File: config.mk
export PLATFORM = sky130hd
export DESIGN_NAME = mem_stage_seq_flat
export DESIGN_NICKNAME = d
export VERILOG_FILES = /design/src/rtl/mem_stage_seq_pkg.sv /design/src/rtl/mem_stage_seq_if.sv /design/src/rtl/mem_stage_seq_beat.sv /design/src/rtl/mem_stage_seq_reg.sv /design/src/rtl/mem_stage_seq.sv /design/src/flat_wrapper.sv
export SDC_FILE = /design/constraint.sdc
export NUM_CORES = 1
export LEC_CHECK = 0
export BUFFER_PORTS_ARGS = -buffer_cell sky130_fd_sc_hd__buf_4
export CAP_MARGIN = 20
export CORE_AREA = 2 2 247 249
export DETAILED_ROUTE_END_ITERATION = 8
export DIE_AREA = 0 0 249 251
export HOLD_SLACK_MARGIN = 0.1
export PLACE_DENSITY = 0.48
export SLEW_MARGIN = 20
export SYNTH_ARGS = -nofsm -noshare
export SYNTH_HDL_FRONTEND = slang
export SYNTH_SLANG_ARGS = --single-unit
File: constraint.sdc
create_clock -name clk -period 6.9 [get_ports clk]
set_input_delay 0.345 -clock clk [delete_from_list [all_inputs] [get_ports clk]]
set_output_delay 0.345 -clock clk [all_outputs]
set_load 0.02 [all_outputs]
File: src/rtl/mem_stage_seq_pkg.sv
// Shared definitions for the memory stage of the vector pipeline.
//   state_t     : beat sequencer states (IDLE, ACCESS)
//   BEATS_V     : word beats per vector access for the default widths
//   BEAT_CNT_W  : beat counter width for the default widths
//   beat_cnt_w  : beat counter width for an arbitrary V/W pair
package vproc_mem_pkg;

  typedef enum logic {
    IDLE   = 1'b0,
    ACCESS = 1'b1
  } state_t;

  localparam int V_DEF      = 128;
  localparam int W_DEF      = 32;
  localparam int BEATS_V    = V_DEF / W_DEF;
  localparam int BEAT_CNT_W = $clog2(BEATS_V) + 1;

  function automatic int beat_cnt_w(input int v, input int w);
    return $clog2(v / w) + 1;
  endfunction

endpackage

File: src/rtl/mem_stage_seq_if.sv
// Handshaked W-bit data-memory port.
//   master (memory stage): mem_req, mem_we, mem_addr, mem_wdata out; mem_rdata, mem_ready in
//   slave  (memory)      : the reverse
// mem_rdata is meaningful when mem_req & mem_ready & ~mem_we.
interface mem_stage_seq_if #(
  parameter int W  = 32,
  parameter int AW = 32
);
  logic          mem_req;
  logic          mem_we;
  logic [AW-1:0] mem_addr;
  logic [W-1:0]  mem_wdata;
  logic [W-1:0]  mem_rdata;
  logic          mem_ready;

  modport master (
    output mem_req, mem_we, mem_addr, mem_wdata,
    input  mem_rdata, mem_ready
  );

  modport slave (
    input  mem_req, mem_we, mem_addr, mem_wdata,
    output mem_rdata, mem_ready
  );
endinterface

File: src/rtl/mem_stage_seq_beat.sv
// Beat sequencer for scalar/vector memory accesses.
// Splits an access into 1 (scalar) or V/W (vector) word beats on the
// memory port, produces the stall back to the execution-memory register
// and assembles load data across beats.
//   clk, rst    : clock, async active-low reset
//   memop       : a load or store is present in the M stage
//   vect        : vector access (V/W beats) when high
//   is_store    : store when high, load otherwise
//   addr_base   : word address of beat 0
//   store_data  : V-bit store data, beat i takes word i
//   stall       : hold the upstream register
//   ld_data     : load data with the current beat merged in (valid on the last beat)
//   mem         : memory port (master side)
module mem_beat_seq
  import vproc_mem_pkg::*;
#(
  parameter int V  = 128,
  parameter int W  = 32,
  parameter int AW = 32
) (
  input  logic           clk,
  input  logic           rst,
  input  logic           memop,
  input  logic           vect,
  input  logic           is_store,
  input  logic [AW-1:0]  addr_base,
  input  logic [V-1:0]   store_data,
  output logic           stall,
  output logic [V-1:0]   ld_data,
  mem_stage_seq_if.master mem
);

  localparam int BEATS  = V / W;
  localparam int BCNT_W = beat_cnt_w(V, W);

  state_t            state_q, state_d;
  logic [BCNT_W-1:0] beat_q, beat_d, last_beat;
  logic [V-1:0]      ldbuf_q;
  logic              req, fire, last;

  always_comb begin
    last_beat = vect ? BCNT_W'(BEATS - 1) : '0;
    last      = (beat_q == last_beat);
    // Gating with rst drops the request and stall as soon as reset asserts,
    // without waiting for the state flops to clear.
    req       = rst & (memop | (state_q == ACCESS));
    fire      = req & mem.mem_ready;
    stall     = rst & memop & ~(mem.mem_ready & last);

    state_d = state_q;
    beat_d  = beat_q;
    if (fire) begin
      if (last) begin
        state_d = IDLE;
        beat_d  = '0;
      end else begin
        state_d = ACCESS;
        beat_d  = beat_q + 1'b1;
      end
    end else if ((state_q == IDLE) && memop) begin
      state_d = ACCESS;
    end

    mem.mem_req   = req;
    mem.mem_we    = req & is_store;
    mem.mem_addr  = addr_base + AW'(beat_q);
    mem.mem_wdata = store_data[int'(beat_q)*W +: W];

    // Last-beat data goes straight to write-back, so merge it here
    // rather than waiting a cycle for ldbuf to capture it.
    ld_data = ldbuf_q;
    ld_data[int'(beat_q)*W +: W] = mem.mem_rdata;
  end

  always_ff @(posedge clk or negedge rst) begin
    if (!rst) begin
      state_q <= IDLE;
      beat_q  <= '0;
    end else begin
      state_q <= state_d;
      beat_q  <= beat_d;
    end
  end

  // Buffer is cleared on completion so the next scalar load sees zeros
  // in the upper words.
  always_ff @(posedge clk or negedge rst) begin
    if (!rst) begin
      ldbuf_q <= '0;
    end else if (fire && last) begin
      ldbuf_q <= '0;
    end else if (fire && !is_store) begin
      ldbuf_q[int'(beat_q)*W +: W] <= mem.mem_rdata;
    end
  end

endmodule

File: src/rtl/mem_stage_seq_reg.sv
// Generic load-enabled register with asynchronous active-low clear.
//   clk, rst : clock, async active-low reset (q clears to 0)
//   en       : load d when high, hold otherwise
//   d, q     : WIDTH-bit data in / registered out
module gen_reg #(
  parameter int WIDTH = 1
) (
  input  logic             clk,
  input  logic             rst,
  input  logic             en,
  input  logic [WIDTH-1:0] d,
  output logic [WIDTH-1:0] q
);

  always_ff @(posedge clk or negedge rst) begin
    if (!rst)    q <= '0;
    else if (en) q <= d;
  end

endmodule

File: src/rtl/mem_stage_seq.sv
// Memory stage of the vector pipeline. Classifies the M-stage op, runs
// scalar/vector loads and stores through mem_beat_seq and registers the
// results into the memory-writeback boundary.
//   clk, rst        : clock, async active-low reset
//   regw_M          : register write enable
//   memw_M          : store (wins over regmem_M)
//   regmem_M        : load
//   vect_M          : vector op
//   regScr_M        : destination register
//   ALUrslt_M       : ALU result / store data
//   address_M       : word address (low AW bits used)
//   stall_M         : hold the execution-memory register
//   mem             : data-memory port (master side)
//   *_W             : registered write-back fields, memdata_W = load data
module mem_stage_seq
  import vproc_mem_pkg::*;
#(
  parameter int V  = 128,
  parameter int M  = 4,
  parameter int W  = 32,
  parameter int AW = 32
) (
  input  logic          clk,
  input  logic          rst,
  input  logic          regw_M,
  input  logic          memw_M,
  input  logic          regmem_M,
  input  logic          vect_M,
  input  logic [M-1:0]  regScr_M,
  input  logic [V-1:0]  ALUrslt_M,
  input  logic [V-1:0]  address_M,
  output logic          stall_M,
  mem_stage_seq_if.master mem,
  output logic          regw_W,
  output logic          regmem_W,
  output logic          vect_W,
  output logic [M-1:0]  regScr_W,
  output logic [V-1:0]  ALUrslt_W,
  output logic [V-1:0]  memdata_W
);

  logic         memop, is_load, regw_eff;
  logic [V-1:0] ld_data, memdata_d;
  logic         unused_addr_hi;

  assign memop          = memw_M | regmem_M;
  assign is_load        = regmem_M & ~memw_M;
  assign regw_eff       = regw_M & ~(memw_M & regmem_M);
  assign memdata_d      = is_load ? ld_data : '0;
  assign unused_addr_hi = ^address_M[V-1:AW];

  mem_beat_seq #(.V(V), .W(W), .AW(AW)) u_seq (
    .clk        (clk),
    .rst        (rst),
    .memop      (memop),
    .vect       (vect_M),
    .is_store   (memw_M),
    .addr_base  (address_M[AW-1:0]),
    .store_data (ALUrslt_M),
    .stall      (stall_M),
    .ld_data    (ld_data),
    .mem        (mem)
  );

  // ---- M / W boundary: flags bubble while stalled, data fields hold ----
  gen_reg #(.WIDTH(1)) u_regw (
    .clk(clk), .rst(rst), .en(1'b1), .d(~stall_M & regw_eff), .q(regw_W)
  );

  gen_reg #(.WIDTH(1)) u_regmem (
    .clk(clk), .rst(rst), .en(1'b1), .d(~stall_M & is_load), .q(regmem_W)
  );

  gen_reg #(.WIDTH(1)) u_vect (
    .clk(clk), .rst(rst), .en(~stall_M), .d(vect_M), .q(vect_W)
  );

  gen_reg #(.WIDTH(M)) u_regscr (
    .clk(clk), .rst(rst), .en(~stall_M), .d(regScr_M), .q(regScr_W)
  );

  gen_reg #(.WIDTH(V)) u_alurslt (
    .clk(clk), .rst(rst), .en(~stall_M), .d(ALUrslt_M), .q(ALUrslt_W)
  );

  gen_reg #(.WIDTH(V)) u_memdata (
    .clk(clk), .rst(rst), .en(~stall_M), .d(memdata_d), .q(memdata_W)
  );

endmodule

File: src/flat_wrapper.sv
// flat-port wrapper written by rule: the top's interface ports become plain ports
module mem_stage_seq_flat import vproc_mem_pkg::*;
#(
  parameter int V  = 128,
  parameter int M  = 4,
  parameter int W  = 32,
  parameter int AW = 32
)
  (clk, rst, regw_M, memw_M, regmem_M, vect_M, regScr_M, ALUrslt_M, address_M, stall_M, regw_W, regmem_W, vect_W, regScr_W, ALUrslt_W, memdata_W, mem_mem_req, mem_mem_we, mem_mem_addr, mem_mem_wdata, mem_mem_rdata, mem_mem_ready);
  mem_stage_seq_if #(.W(W), .AW(AW)) mem_i ();
  input  logic clk;
  input  logic rst;
  input  logic regw_M;
  input  logic memw_M;
  input  logic regmem_M;
  input  logic vect_M;
  input  logic [M-1:0] regScr_M;
  input  logic [V-1:0] ALUrslt_M;
  input  logic [V-1:0] address_M;
  output logic stall_M;
  output logic regw_W;
  output logic regmem_W;
  output logic vect_W;
  output logic [M-1:0] regScr_W;
  output logic [V-1:0] ALUrslt_W;
  output logic [V-1:0] memdata_W;
  output wire logic [$bits(mem_i.mem_req)-1:0] mem_mem_req;
  output wire logic [$bits(mem_i.mem_we)-1:0] mem_mem_we;
  output wire logic [$bits(mem_i.mem_addr)-1:0] mem_mem_addr;
  output wire logic [$bits(mem_i.mem_wdata)-1:0] mem_mem_wdata;
  input wire logic [$bits(mem_i.mem_rdata)-1:0] mem_mem_rdata;
  input wire logic [$bits(mem_i.mem_ready)-1:0] mem_mem_ready;
  assign mem_mem_req = mem_i.mem_req;
  assign mem_mem_we = mem_i.mem_we;
  assign mem_mem_addr = mem_i.mem_addr;
  assign mem_mem_wdata = mem_i.mem_wdata;
  assign mem_i.mem_rdata = mem_mem_rdata;
  assign mem_i.mem_ready = mem_mem_ready;
  mem_stage_seq #(.V(V), .M(M), .W(W), .AW(AW)) u_core (.clk(clk), .rst(rst), .regw_M(regw_M), .memw_M(memw_M), .regmem_M(regmem_M), .vect_M(vect_M), .regScr_M(regScr_M), .ALUrslt_M(ALUrslt_M), .address_M(address_M), .stall_M(stall_M), .mem(mem_i), .regw_W(regw_W), .regmem_W(regmem_W), .vect_W(vect_W), .regScr_W(regScr_W), .ALUrslt_W(ALUrslt_W), .memdata_W(memdata_W));
endmodule
---- Yosys cells after proc, flatten, opt, wreduce, memory -nomap -nowiden ----
Index checks and enable logic that the tools add are counted.
storage, ports and cells
  flip-flop bits (word level) ............. 395
  input bits .............................. 299
  output and inout port bits .............. 330
  word-level logic and storage cells ...... 49
cells by class
  add/subtract/negate cells ............... 3
  eq/ne operators ......................... 1
  shift operators ......................... 3
  multiplexer cells ....................... 9
  bitwise gates (word level) .............. 18
  reductions and logical operators ........ 6
operator list
  kind                         count
  $mux W128                    3
  $bwmux W128                  1
  $shift A32 B33 Y128 const A  1
  $shiftx A128 B9 Y32          1
  $shiftx A32 B33 Y128         1
  $neg A8 Y33                  1
  $add A32 B3 Y32              1
  $and A1 B1 Y1                11
  $not A1 Y1                   5
  $reduce_bool A2 Y1           2
  $add A3 B1 Y3 const B        1
  $eq A3 B3 Y1                 1
  $logic_and A1 B1 Y1          3
  $mux W1                      3
  $mux W3                      1
  $mux W2                      1
  $or A1 B1 Y1                 2
  $logic_not A1 Y1             1

---- Logic depth before layout (Yosys ltp) ----
  depth in word-level cells ............... 7
  gate-level depth with buffers ........... 10
  mapped depth without buffers ............ 7

---- By module ----
From an unflattened synthesis, not the netlist that was laid out.
second synthesis, totals
  cells, all modules ...................... 1,531
  area total of the unflattened synthesis .. 19,277.2 µm²
modules (own cells, without submodules)
  module                           instances  cells each  area each (µm²)
  gen_reg at u_core.u_alurslt ...  2          270         4,822.1
  mem_beat_seq                     1          828         8,329.2
  mem_stage_seq                    1          149         1,038.5
  gen_reg at u_core.u_regscr       1          8           145.1
  gen_reg at u_core.u_regmem ...   3          2           40.0

---- Worst setup path before layout ----
OpenSTA, ideal clock, no wires.
  path type ............................... register -> output
  from .................................... register u_core.u_seq.beat_q[1]
  to ...................................... output mem_mem_addr[20]
  data arrival time ....................... 2.669 ns
  data required time ...................... 6.555 ns
  setup slack ............................. 3.886 ns
  cell stages (with the launch flop) ...... 9
  buffers on the path ..................... 2
  cells stage by stage .................... dfrtp_1 buf_2 buf_1 inv_1 fa_1 nand2b_1 a21oi_1 nand4_1 xnor2_1
on the way
  cells in the longest elaborated chain, start to end .. 1
RTL lines
  item                    line                      text
  start, declared         mem_stage_seq_beat.sv:37  logic [BCNT_W-1:0] beat_q, beat_d, last_beat;
  start signal, assigned  mem_stage_seq_beat.sv:81  beat_q <= beat_d;
  $add A32 B3 Y32         mem_stage_seq_beat.sv:66  mem.mem_addr = addr_base + AW'(beat_q);
  end, declared           flat_wrapper.sv:29        output wire logic [$bits(mem_i.mem_addr)-1:0] mem_mem_addr;
Every way passes these cells.

---- Final worst setup path ----
  from .................................... register u_core.u_seq.beat_q[0]
  to ...................................... output mem_mem_addr[16]
Same word-level chain as after synthesis.

==> results by group <==
Synth
  • Ys async rst share: 100.0%
  • FF+latch count, synth: around 400
  • Syn Std Cell Area: 17630 um2
  • Post-synth top area cell: dfrtp_1
  • Avg Cell Area, Syn: 14.28 um2
  • Cells after Synth: 1235
  • Synth area leaders: dfrtp_1, o2bb2ai_1, mux2_2, a22oi_1, mux4_2
  • Top-area cell type share of the netlist area: 56.06%
  • Net Count, Synth: 1544
  • Cell variety after synth: 46
  • Seq/Total Area, Yosys: 56.06%
  • Ys flop type: dfrtp_1
  • Post-synth EDFFs: 0
  • Ys Warns: 0

Critical path
  • FF-to-FF Start: u_core.u_seq.beat_q[0]
  • Worst endpoint data arrival time: between 3 and 4 ns
  • Delay of the slowest critical-path stage: roughly 0.83 ns
  • Reg2Reg Setup Slack: 3.24 ns
  • Critical path peak fanout: 30
  • CP Capture Type: primary output
  • Classification of the worst setup path: reg -> out
  • Worst setup SP type: flip-flop
  • Crit-path cells: ha_1, inv_1, fa_1, nand2b_1, a21oi_1, nand3_1, xnor2_1, buf_4
  • FF-to-FF End: u_core.u_memdata.q[77]
  • Worst EP required: 6.55 ns
  • FF-to-FF path depth: 9
  • Crit-path slowest cell: dfrtp_4

Floorplan
  • Die area: ~62000 um2
  • Core ar.: 59790 um2
  • Initial core utilization: between 20% and 30%
  • FP Rows: 90
  • Die Wd: around 250 um
  • Ports: 629
  • Die Ht: 251 um

Global route
  • Initial antenna violation count: 5
  • Total grt overflow: 0
  • First-pass GRT wire length: between 90000 and 100000 um
  • GRT Total Usage: 20.45%
  • Vias in the first global route: 14830
  • Largest net degree at the start of global routing: 168

Finish
  • Area growth syn-to-layout: 44.65%
  • Layout cells sized above 1: around 44%
  • Commonest non-fill, non-tap cell in the layout: buf_4
  • # fillers: 5527
  • Commonest cells after routing, fill and taps aside: buf_4, dfrtp_1, o2bb2ai_1, dlygate4sd3_1, mux2_2
  • Nets: 2209

Drt
  • Pre-antenna DRT Iters: 5
  • Via count: ~14000
  • Remaining antenna violation count: 0
  • Wirelength, routed: 65460 um
  • Via-to-Cell Ratio: 5.101
  • Routed WL per cell: 24.04 um
  • Detailed Route Iter0 Violations: 974
  • DRC: 0

CTS
  • Worst-path clk slew: 0.06 ns
  • CTS tree: done
  • Clk root buf: clkbuf_16
  • Post-cts gate resize count: 0
  • Clock Path Buffers: 3
  • H-Tree Depth: 2
  • Clk_lat worst skew: 0.58 ns
  • Clock sinks: 395
  • Cts bufs inserted: 47

Hold path
  • WHS Endpoint: u_core.u_seq.state_q
  • Hold path cells: 3
  • Hold_sp: regmem_M
  • Worst Hold Class: in -> reg

Outcome
  • Outcome: completed

Timing
  • Maximum clock rate: 250.7 MHz
  • Worst-Margin Slew: 1.023 ns
  • Setup Viol. Count Final: 0
  • Setup Skew: 0.01953 ns
  • Shortest period the worst path allows: 3.989 ns
  • Final Hold Fails: 0
  • Final worst path period share: just under 60%
  • Slew headroom: a little under a third
  • RSZ-0062 raised after global routing: no
  • TNS Setup: 0 ns
  • Hold Worst Slack: 0.1537 ns
  • Final Slew Violations: 0

Flow run
  • Max-cap violations: 0

Power and ir drop
  • Max VDD drop: 0.0002117 V
  • Pwr Density: about 320 nW/um2
  • Pleak: 11.43 nW

Placement
  • GP Congestion: 0.8376
  • Detail Placement HPWL: 43800 um
  • Port Buffers: 532
[layout make-up]
cell class                 count  area, um2  share of cell area, %
timing repair buffer         722       5892                  23.10
clock inverter                17      262.8                  1.030
multi-input combinational    721       7004                  27.46
sequential                   395       9889                  38.77
tap                          782      978.4                  3.836
antenna                        3      7.507                0.02943
clock buffer                  70       1423                  5.578
inverter                      13      48.80                 0.1913
[what timing repair did]
action                                 CTS  global route
buffers inserted                         0             0
hold buffers                           169             0
endpoints found under the hold margin  328             0
[routing by layer]
| layer | up-vias | track usage, % | share of wire [%] |
|---|---|---|---|
| met5 | - | 0 | 0.027 |
| met4 | 2 | 6.996 | 3.3 |
| met3 | 88 | 5.726 | 6.9 |
| met2 | 476 | 34.08 | 48 |
| met1 | 7226 | 25.51 | 41 |
| li1 | 6099 | - | - |
[worst max-delay path: cells and delay by family, from the launching register on]
kind,cells,cell delay [ns]
flip-flops,1,0.83
adder cells (fa/ha/maj),2,0.68
AO/OA/AOI/OAI,1,0.66
AND/OR/NAND/NOR,2,0.43
buffers and inverters,2,0.24
XOR/XNOR,1,0.22
[cells in the mapped netlist, types with 10 or more instances]
cell         n
buf_2       39
o2bb2ai_2   40
a22oi_1     96
nand2_1     16
nand3_1     11
xnor2_1     21
mux2i_1     32
inv_1       13
a22o_1      32
mux2_2     133
and2_1      35
nand4_1     10
dfrtp_1    395
clkbuf_1    24
o2bb2ai_1  184
mux4_2      32
buf_6       37
[registers in the layout, summed over array words and instances, names as in the netlist]
signal / flops
u_core.u_alurslt.q: 128
u_core.u_memdata.q: 128
u_core.u_seq.ldbuf_q: 128
u_core.u_regscr.q: 4
u_core.u_seq.beat_q: 3
u_core.u_regmem.q: 1
u_core.u_regw.q: 1
u_core.u_seq.state_q: 1
u_core.u_vect.q: 1
[kinds of logic after synthesis]
family          synth area share [%]
simple gates                   3.967
mux                            14.40
compound gates                 18.88
fa+ha+maj                     0.7522
xor+xnor                       1.490
buf+inv                        4.456
flops                          56.06
[worst max path at each step]
stage / to / start
6_report: mem_mem_addr[16] / u_core.u_seq.beat_q[0]
3_5_place_dp: u_core.u_memdata.q[77] / u_core.u_seq.beat_q[0]
2_1_floorplan: mem_mem_addr[20] / u_core.u_seq.beat_q[1]
5_1_grt: mem_mem_addr[16] / u_core.u_seq.beat_q[0]
3_3_place_gp: u_core.u_memdata.q[89] / u_core.u_seq.beat_q[0]
4_1_cts: mem_mem_addr[16] / u_core.u_seq.beat_q[0]
[through the flow]
stage | power (mW) | cell area, um2 | instances | setup slack (ns) | utilization (%)
after floorplan | 4.289 | 17630 | 1235 | 3.886 | -
after global placement | 5.462 | 22120 | 2464 | 3.215 | 36.99
after detailed placement | 5.484 | 22120 | 2464 | 3.162 | 36.99
after CTS | 8.265 | 25490 | 2720 | 2.831 | 42.64
after global routing | 8.517 | 25500 | 2722 | 2.650 | 42.65
final | 8.148 | 25510 | 2723 | 2.911 | 42.66
[power by group]
group	switching, mW	internal, mW	total (mW)	leakage [nW]
sequential	0.212	2.61	2.82	5.19
combinational	1.55	1.11	2.66	5.42
clock	1.04	1.62	2.66	0.821
total	2.80	5.34	8.15	11.4
Note: power is estimated with default switching activity, not from simulation.
